### config.mk
export PLATFORM = sky130hd
export DESIGN_NAME = cpu_mc
export DESIGN_NICKNAME = d
export VERILOG_FILES = /design/src/rtl/cpu_mc_pkg.sv /design/src/rtl/cpu_mc_alu.sv /design/src/rtl/cpu_mc.sv
export SDC_FILE = /design/constraint.sdc
export NUM_CORES = 1
export LEC_CHECK = 0
export ABC_AREA = 0
export CORE_MARGIN = 8
export CORE_UTILIZATION = 55
export CTS_BUF_LIST = sky130_fd_sc_hd__clkbuf_16
export CTS_CLUSTER_SIZE = 40
export DETAILED_ROUTE_END_ITERATION = 8
export MAX_ROUTING_LAYER = met4
export PLACE_DENSITY = 0.86
export REMOVE_ABC_BUFFERS = 1
export SETUP_SLACK_MARGIN = 0.02
export SLEW_MARGIN = 20
export SYNTH_ARGS = -nofsm -noshare
export SYNTH_HDL_FRONTEND = slang
export SYNTH_SLANG_ARGS = --single-unit
### constraint.sdc
create_clock -name clock_i -period 13.9 [get_ports clock_i]
set_input_delay 2.085 -clock clock_i [delete_from_list [all_inputs] [get_ports clock_i]]
set_output_delay 2.085 -clock clock_i [all_outputs]
set_load 0.005 [all_outputs]
### src/rtl/cpu_mc_pkg.sv
// ============================================================================
//  cpu_mc_pkg : opcodes, FSM state encoding, ALU ops and flag indices
//  Revision   : 1.0
// ============================================================================
`default_nettype none

package cpu_mc_pkg;

    localparam int OP_HLT  = 0;
    localparam int OP_STO  = 1;
    localparam int OP_LD   = 2;
    localparam int OP_LDI  = 3;
    localparam int OP_ADD  = 4;
    localparam int OP_ADDI = 5;
    localparam int OP_SUB  = 6;
    localparam int OP_SUBI = 7;
    localparam int OP_AND  = 8;
    localparam int OP_OR   = 9;
    localparam int OP_XOR  = 10;
    localparam int OP_JMP  = 11;
    localparam int OP_BEQ  = 12;
    localparam int OP_BNE  = 13;
    localparam int OP_BLT  = 14;
    localparam int OP_BCS  = 15;

    localparam int FLAG_Z    = 0;
    localparam int FLAG_N    = 1;
    localparam int FLAG_C    = 2;
    localparam int NUM_FLAGS = 3;

    typedef enum logic [1:0] {
        S_FETCH = 2'd0,
        S_EXEC  = 2'd1,
        S_MEM   = 2'd2,
        S_HALT  = 2'd3
    } state_t;

    typedef enum logic [2:0] {
        ALU_PASS = 3'd0,
        ALU_ADD  = 3'd1,
        ALU_SUB  = 3'd2,
        ALU_AND  = 3'd3,
        ALU_OR   = 3'd4,
        ALU_XOR  = 3'd5
    } alu_op_t;

endpackage

`default_nettype wire

### src/rtl/cpu_mc_alu.sv
// ============================================================================
//  cpu_mc_alu : combinational ALU, result plus Z/N and carry/borrow
//  Revision   : 1.0
// ============================================================================
`default_nettype none

module cpu_mc_alu
    import cpu_mc_pkg::*;
#(
    parameter int DATASIZE = 16
) (
    input  alu_op_t             op,
    input  logic [DATASIZE-1:0] a,
    input  logic [DATASIZE-1:0] b,
    output logic [DATASIZE-1:0] result,
    output logic                zero,
    output logic                neg,
    output logic                carry
);

    logic [DATASIZE:0] wide;

    // The extra top bit of the widened sum/difference is carry-out / borrow.
    always_comb begin
        wide   = '0;
        result = b;
        carry  = 1'b0;
        case (op)
            ALU_ADD: begin
                wide   = {1'b0, a} + {1'b0, b};
                result = wide[DATASIZE-1:0];
                carry  = wide[DATASIZE];
            end
            ALU_SUB: begin
                wide   = {1'b0, a} - {1'b0, b};
                result = wide[DATASIZE-1:0];
                carry  = wide[DATASIZE];
            end
            ALU_AND: result = a & b;
            ALU_OR:  result = a | b;
            ALU_XOR: result = a ^ b;
            default: result = b;
        endcase
    end

    assign zero = (result == '0);
    assign neg  = result[DATASIZE-1];

endmodule

`default_nettype wire

### src/rtl/cpu_mc.sv
// ============================================================================
//  cpu_mc : multi-cycle accumulator core (FETCH/EXEC/MEM/HALT)
//  Revision   : 1.0
// ============================================================================
`default_nettype none

module cpu_mc
    import cpu_mc_pkg::*;
#(
    parameter int DATASIZE = 16,
    parameter int ADDRSIZE = 11
) (
    input  logic                clock_i,
    input  logic                reset_i,
    input  logic [DATASIZE-1:0] romData_i,
    output logic [ADDRSIZE-1:0] romAddr_o,
    input  logic [DATASIZE-1:0] ramData_i,
    input  logic                ramAck_i,
    output logic [DATASIZE-1:0] ramData_o,
    output logic [ADDRSIZE-1:0] ramAddr_o,
    output logic                wrRam_o,
    output logic                rdRam_o,
    output logic                halted_o,
    output logic [DATASIZE-1:0] acc_o
);

    localparam int OPSIZE = DATASIZE - ADDRSIZE;

    state_t                 state, state_nx;
    logic [ADDRSIZE-1:0]    pc, pc_nx;
    logic [DATASIZE-1:0]    ir, ir_nx, acc, acc_nx;
    logic [NUM_FLAGS-1:0]   flags, flags_nx;

    logic [DATASIZE-1:0]    instr, imm, alu_b, alu_result;
    logic [OPSIZE-1:0]      opcode;
    logic [ADDRSIZE-1:0]    operand;
    logic [31:0]            opc;
    logic                   alu_z, alu_n, alu_c;
    alu_op_t                alu_op;
    logic                   wr_acc, set_c, mem_op, mem_wr, jump, halt;
    logic                   commit, rd, wr;

    // EXEC decodes the word straight off the ROM bus; MEM decodes the latched copy.
    assign instr   = (state == S_EXEC) ? romData_i : ir;
    assign opcode  = instr[DATASIZE-1:ADDRSIZE];
    assign operand = instr[ADDRSIZE-1:0];
    assign opc     = 32'(opcode);
    assign imm     = {{OPSIZE{operand[ADDRSIZE-1]}}, operand};
    assign alu_b   = (state == S_MEM) ? ramData_i : imm;

    always_comb begin
        alu_op = ALU_PASS;
        wr_acc = 1'b0;
        set_c  = 1'b0;
        mem_op = 1'b0;
        mem_wr = 1'b0;
        jump   = 1'b0;
        halt   = 1'b0;
        case (opc)
            OP_HLT:  halt = 1'b1;
            OP_STO:  begin mem_op = 1'b1; mem_wr = 1'b1; end
            OP_LD:   begin mem_op = 1'b1; wr_acc = 1'b1; end
            OP_LDI:  wr_acc = 1'b1;
            OP_ADD:  begin mem_op = 1'b1; wr_acc = 1'b1; alu_op = ALU_ADD; set_c = 1'b1; end
            OP_ADDI: begin wr_acc = 1'b1; alu_op = ALU_ADD; set_c = 1'b1; end
            OP_SUB:  begin mem_op = 1'b1; wr_acc = 1'b1; alu_op = ALU_SUB; set_c = 1'b1; end
            OP_SUBI: begin wr_acc = 1'b1; alu_op = ALU_SUB; set_c = 1'b1; end
            OP_AND:  begin mem_op = 1'b1; wr_acc = 1'b1; alu_op = ALU_AND; end
            OP_OR:   begin mem_op = 1'b1; wr_acc = 1'b1; alu_op = ALU_OR;  end
            OP_XOR:  begin mem_op = 1'b1; wr_acc = 1'b1; alu_op = ALU_XOR; end
            OP_JMP:  jump = 1'b1;
            OP_BEQ:  jump = flags[FLAG_Z];
            OP_BNE:  jump = ~flags[FLAG_Z];
            OP_BLT:  jump = flags[FLAG_N];
            OP_BCS:  jump = flags[FLAG_C];
            default: ;
        endcase
    end

    cpu_mc_alu #(
        .DATASIZE (DATASIZE)
    ) u_alu (
        .op     (alu_op),
        .a      (acc),
        .b      (alu_b),
        .result (alu_result),
        .zero   (alu_z),
        .neg    (alu_n),
        .carry  (alu_c)
    );

    always_comb begin
        state_nx = state;
        pc_nx    = pc;
        ir_nx    = ir;
        acc_nx   = acc;
        flags_nx = flags;
        commit   = 1'b0;
        rd       = 1'b0;
        wr       = 1'b0;
        case (state)
            S_FETCH: state_nx = S_EXEC;
            S_EXEC: begin
                ir_nx = romData_i;
                if (halt) begin
                    state_nx = S_HALT;
                end else if (mem_op) begin
                    state_nx = S_MEM;
                end else begin
                    commit   = 1'b1;
                    pc_nx    = jump ? operand : pc + ADDRSIZE'(1);
                    state_nx = S_FETCH;
                end
            end
            S_MEM: begin
                rd = ~mem_wr;
                wr = mem_wr;
                if (ramAck_i) begin
                    commit   = 1'b1;
                    pc_nx    = pc + ADDRSIZE'(1);
                    state_nx = S_FETCH;
                end
            end
            default: ;
        endcase
        if (commit && wr_acc) begin
            acc_nx         = alu_result;
            flags_nx[FLAG_Z] = alu_z;
            flags_nx[FLAG_N] = alu_n;
            if (set_c) flags_nx[FLAG_C] = alu_c;
        end
    end

    always_ff @(posedge clock_i) begin
        if (reset_i) begin
            state <= S_FETCH;
            pc    <= '0;
            ir    <= '0;
            acc   <= '0;
            flags <= '0;
        end else begin
            state <= state_nx;
            pc    <= pc_nx;
            ir    <= ir_nx;
            acc   <= acc_nx;
            flags <= flags_nx;
        end
    end

    // Reset masks the bus outputs combinationally so an in-flight access drops at once.
    assign rdRam_o   = rd & ~reset_i;
    assign wrRam_o   = wr & ~reset_i;
    assign ramAddr_o = (state == S_MEM && !reset_i) ? ir[ADDRSIZE-1:0] : '0;
    assign ramData_o = acc;
    assign romAddr_o = reset_i ? '0 : pc;
    assign halted_o  = (state == S_HALT) & ~reset_i;
    assign acc_o     = acc;

endmodule

`default_nettype wire

==> Flow_metrics.wiki <==
{| class="wikitable"
! Metric !! Value
|-
| Power density over cell area || 76.4 nW/um2
|-
| Comb pwr share || 0.380
|-
| Cell depth of the worst flop-to-flop path || 15
|-
| Cells along the critical path || clkdlybuf4s50_1, nor3b_1, nor2_1, nor4b_1, clkdlybuf4s50_1
|-
| Reg-to-reg critical path startpoint || state[0]
|-
| Maximum number of pins on one net before global-route repair || 52
|-
| Critical-path top delay cell || clkdlybuf4s50_1
|-
| Port Buffer Count || 91
|-
| Maximum capacitance violations || 0
|-
| Data required, critical path || 11.81 ns
|-
| Placed cell count || 879
|-
| Gpl congestion || 0.990
|-
| Site Rows || 36
|-
| Number of setup buffers added after CTS || 0
|-
| Setup slack, reg-to-reg || 8.78 ns
|-
| CTS tree || yes
|-
| Iteration count of the initial detailed-routing pass || 7
|-
| Final HPWL DP || 12.2 mm
|-
| Number of top-level pins || 92
|-
| TritonCTS Buffers || 5
|-
| Final cell count without fillers || 887
|-
| Antenna violations before repair || 0
|-
| Kind of launch point of the worst setup path || input pin
|-
| Run status || completed
|-
| Post-synthesis sequential element count || 47
|-
| Most instantiated library cell after synthesis || nor2_1
|-
| Die ar. || 13100 um2
|-
| Sequential fraction of design power || 0.295
|-
| Part of the power in the clock network || 0.325
|-
| Final design area excluding fillers || 6380 um2
|-
| Die span in y || 115 um
|-
| Setup clock skew after layout || 0.0124 ns
|-
| Area delta synth->final || 19.5%
|-
| Detailed Route Iter0 Violations || 414
|-
| Endpoint of the most critical register-to-register path || flags[0]
|-
| Most instantiated cells after synthesis || nor2_1, ha_1, nand2_1
|-
| Synth top area cells || dfxtp_1, ha_1, mux2i_1
|-
| Diodes inserted || 0
|-
| Number of instances in the synthesized netlist || 707
|-
| FMAX || 161 MHz
|-
| Post-route minimum period || 6.21 ns
|-
| Worst Path Buf+Inv || 2
|-
| Antenna violation net count after detailed routing || 0
|-
| Via/cell ratio || 6.25
|-
| Proportion of synthesized flip-flops having asynchronous set or reset || 0
|-
| Slew headroom || 0.339
|-
| Number of hold violations in the final report || 0
|-
| Arrival time at the worst endpoint || 4.13 ns
|-
| Horizontal extent of the die || 115 um
|-
| Cell internal power dissipation || 0.000316 W
|-
| Leakage power || 2.62 nW
|-
| Hold-critical path endpoint || pc[2]
|-
| Worst Setup Path Type || input pin to output port
|-
| # fillers || 789
|-
| Min Hold Slack || 0.501 ns
|-
| Crit path max-delay family || buffers and inverters
|-
| Number of global-route vias before repair || 5445
|-
| DR DRC count || 0
|-
| Core area || 9590 um2
|-
| Highest cell delay on the worst timing path || 0.56 ns
|-
| Setup repair after global routing missed its margin || false
|-
| Class of the tightest hold or removal check || flop to flop
|-
| Pins Over Slew Limit || 0
|-
| Origin of the worst min-delay path || pc[2]
|-
| EDFF count, synth || 0
|-
| Most area-hungry cell type in the Yosys netlist || dfxtp_1
|-
| Switching Fraction || 0.352
|-
| Kind of end point of the critical path || output port
|-
| Warnings, synthesis || 0
|-
| Sequential cell area fraction in the yosys report || 0.176
|-
| Initial core utilization || 0.556
|-
| Clock latency on the worst-skew pair || 0.29 ns
|-
| Clock root cell || clkbuf_16
|-
| Worst Hold Path Cells || 2
|-
| Flip-flop cell with the highest count after synthesis || dfxtp_1
|-
| Total global routing overflow || 0
|-
| Clk slew on worst S/H paths || 0.07 ns
|-
| Final setup violation count || 0
|-
| Cell variety after synth || 69
|-
| Global-route total usage across every layer || 0.249
|-
| Switching power || 0.000172 W
|-
| Final Cycle Share || 0.447
|-
| Cts-stage hold buffer count || 0
|-
| Summed instance area of the synthesized netlist || 5340 um2
|-
| First-pass GRT wire length || 26.2 mm
|-
| Total number of vias || 5543
|-
| H-tree Lvls || 2
|-
| Total clock sinks || 47
|-
| Nets@finish || 845
|-
| Average detailed-routed wire length per instance || 18.8 um
|-
| CP most frequent cell || clkdlybuf4s50_1
|-
| CP max FO || 5
|-
| Peak VDD IR || 0.0533 mV
|-
| Accumulated negative setup slack || 0 ns
|-
| Max clock buf depth || 2
|-
| Post-CTS resize count || 0
|-
| Total wirelength of the detailed-routed design || 16.6 mm
|-
| Syn_area_per_cell || 7.55 um2
|-
| Post-Place Cell Area || 6190 um2
|-
| Layout cells sized above 1 || 0.0676
|-
| Fraction of post-synthesis cell area in the top cell type by area || 0.176
|-
| Transition time of the tightest slew-check pin || 0.991 ns
|}
==> how the worst max path moves through the flow <==
stage | end | depth (start not counted) | slack [ns] | from
5_1_grt | wrRam_o | 5 | 7.51 | romData_i[13]
4_1_cts | wrRam_o | 5 | 7.72 | romData_i[13]
2_1_floorplan | flags[0] | 6 | 8.21 | romData_i[11]
6_report | wrRam_o | 5 | 7.69 | romData_i[13]
3_5_place_dp | flags[0] | 14 | 7.59 | romData_i[1]
3_3_place_gp | flags[0] | 15 | 7.73 | romData_i[0]
==> cells by family (layout without fill, tap and decap cells) <==
logic type               Yosys count  count (layout)  share of synthesized area
AO/OA/AOI/OAI                    194             194                      0.252
XOR/XNOR                           9               9                     0.0148
adder cells (fa/ha/maj)           57              57                      0.136
buffers and inverters            113             160                     0.0959
flip-flops                        47              47                      0.176
multiplexers                      44              44                     0.0914
AND/OR/NAND/NOR                  243             243                      0.233
==> through the flow <==
step	setup WS [ns]	utilization	power, W
floorplan	8.21	-	0.000268
global placement	7.73	0.645	0.000322
detailed placement	7.59	0.645	0.000327
CTS	7.72	0.665	0.000482
global route	7.51	0.665	0.000507
finish	7.69	0.665	0.000487
==> sequential cells by signal, indices dropped and copies added (netlist names) <==
name   cells
flags      2
pc        11
ir        16
acc_o     16
state      2
==> layout make-up <==
| class | count | area (um2) | share of cell area |
|---|---|---|---|
| clock buffer | 5 | 125 | 0.0196 |
| clock inverter | 3 | 63.8 | 0.0100 |
| inverter | 50 | 188 | 0.0294 |
| multi-input combinational | 547 | 3900 | 0.612 |
| sequential | 47 | 941 | 0.148 |
| tap | 133 | 166 | 0.0261 |
| timing repair buffer | 102 | 988 | 0.155 |
==> placed cells by master, fill, tap and decap left out, types with 9 or more instances in the layout <==
| cell | n |
|---|---|
| xnor2_1 | 9 |
| buf_4 | 11 |
| ha_1 | 55 |
| nand3_1 | 12 |
| o21ai_0 | 45 |
| and2_1 | 11 |
| nand2_1 | 51 |
| and3_1 | 26 |
| a211oi_1 | 14 |
| clkdlybuf4s50_1 | 90 |
| mux2_2 | 16 |
| o211ai_1 | 9 |
| nor2b_1 | 18 |
| a21oi_1 | 33 |
| nand2b_1 | 11 |
| inv_1 | 51 |
| a22oi_1 | 13 |
| o21a_1 | 11 |
| nor3_1 | 19 |
| mux2i_1 | 24 |
| nor2_1 | 61 |
| dfxtp_1 | 47 |
==> per-layer routing <==
metal | up-vias | GRT usage | part of all wire
li1 | 2611 | - | -
met1 | 2622 | 0.281 | 0.42
met2 | 244 | 0.432 | 0.49
met3 | 66 | 0.0348 | 0.059
met4 | 0 | 0.0994 | 0.030
met5 | - | - | 0
==> power groups by stage <==
stage	sequential (W)	combinational (W)	clock (W)
4_1_cts	0.000144	0.000181	0.000157
2_1_floorplan	0.000146	0.000122	0
6_report	0.000144	0.000185	0.000158
5_1_grt	0.000144	0.000200	0.000162
3_5_place_dp	0.000147	0.000180	0
3_3_place_gp	0.000146	0.000175	0
==> worst register-to-register path, delay by kind of cell, from the launching register on <==
kind | cells | cell delay (ns)
buffers and inverters | 3 | 0.76
AOI/OAI and AO/OA | 4 | 0.66
DFF | 1 | 0.37
and+or+nand+nor | 4 | 1.68
muxes | 1 | 0.55
xor gates and xnor gates | 1 | 0.17
adders and majority gates | 2 | 0.85
Note: power is estimated with default switching activity, not from simulation.
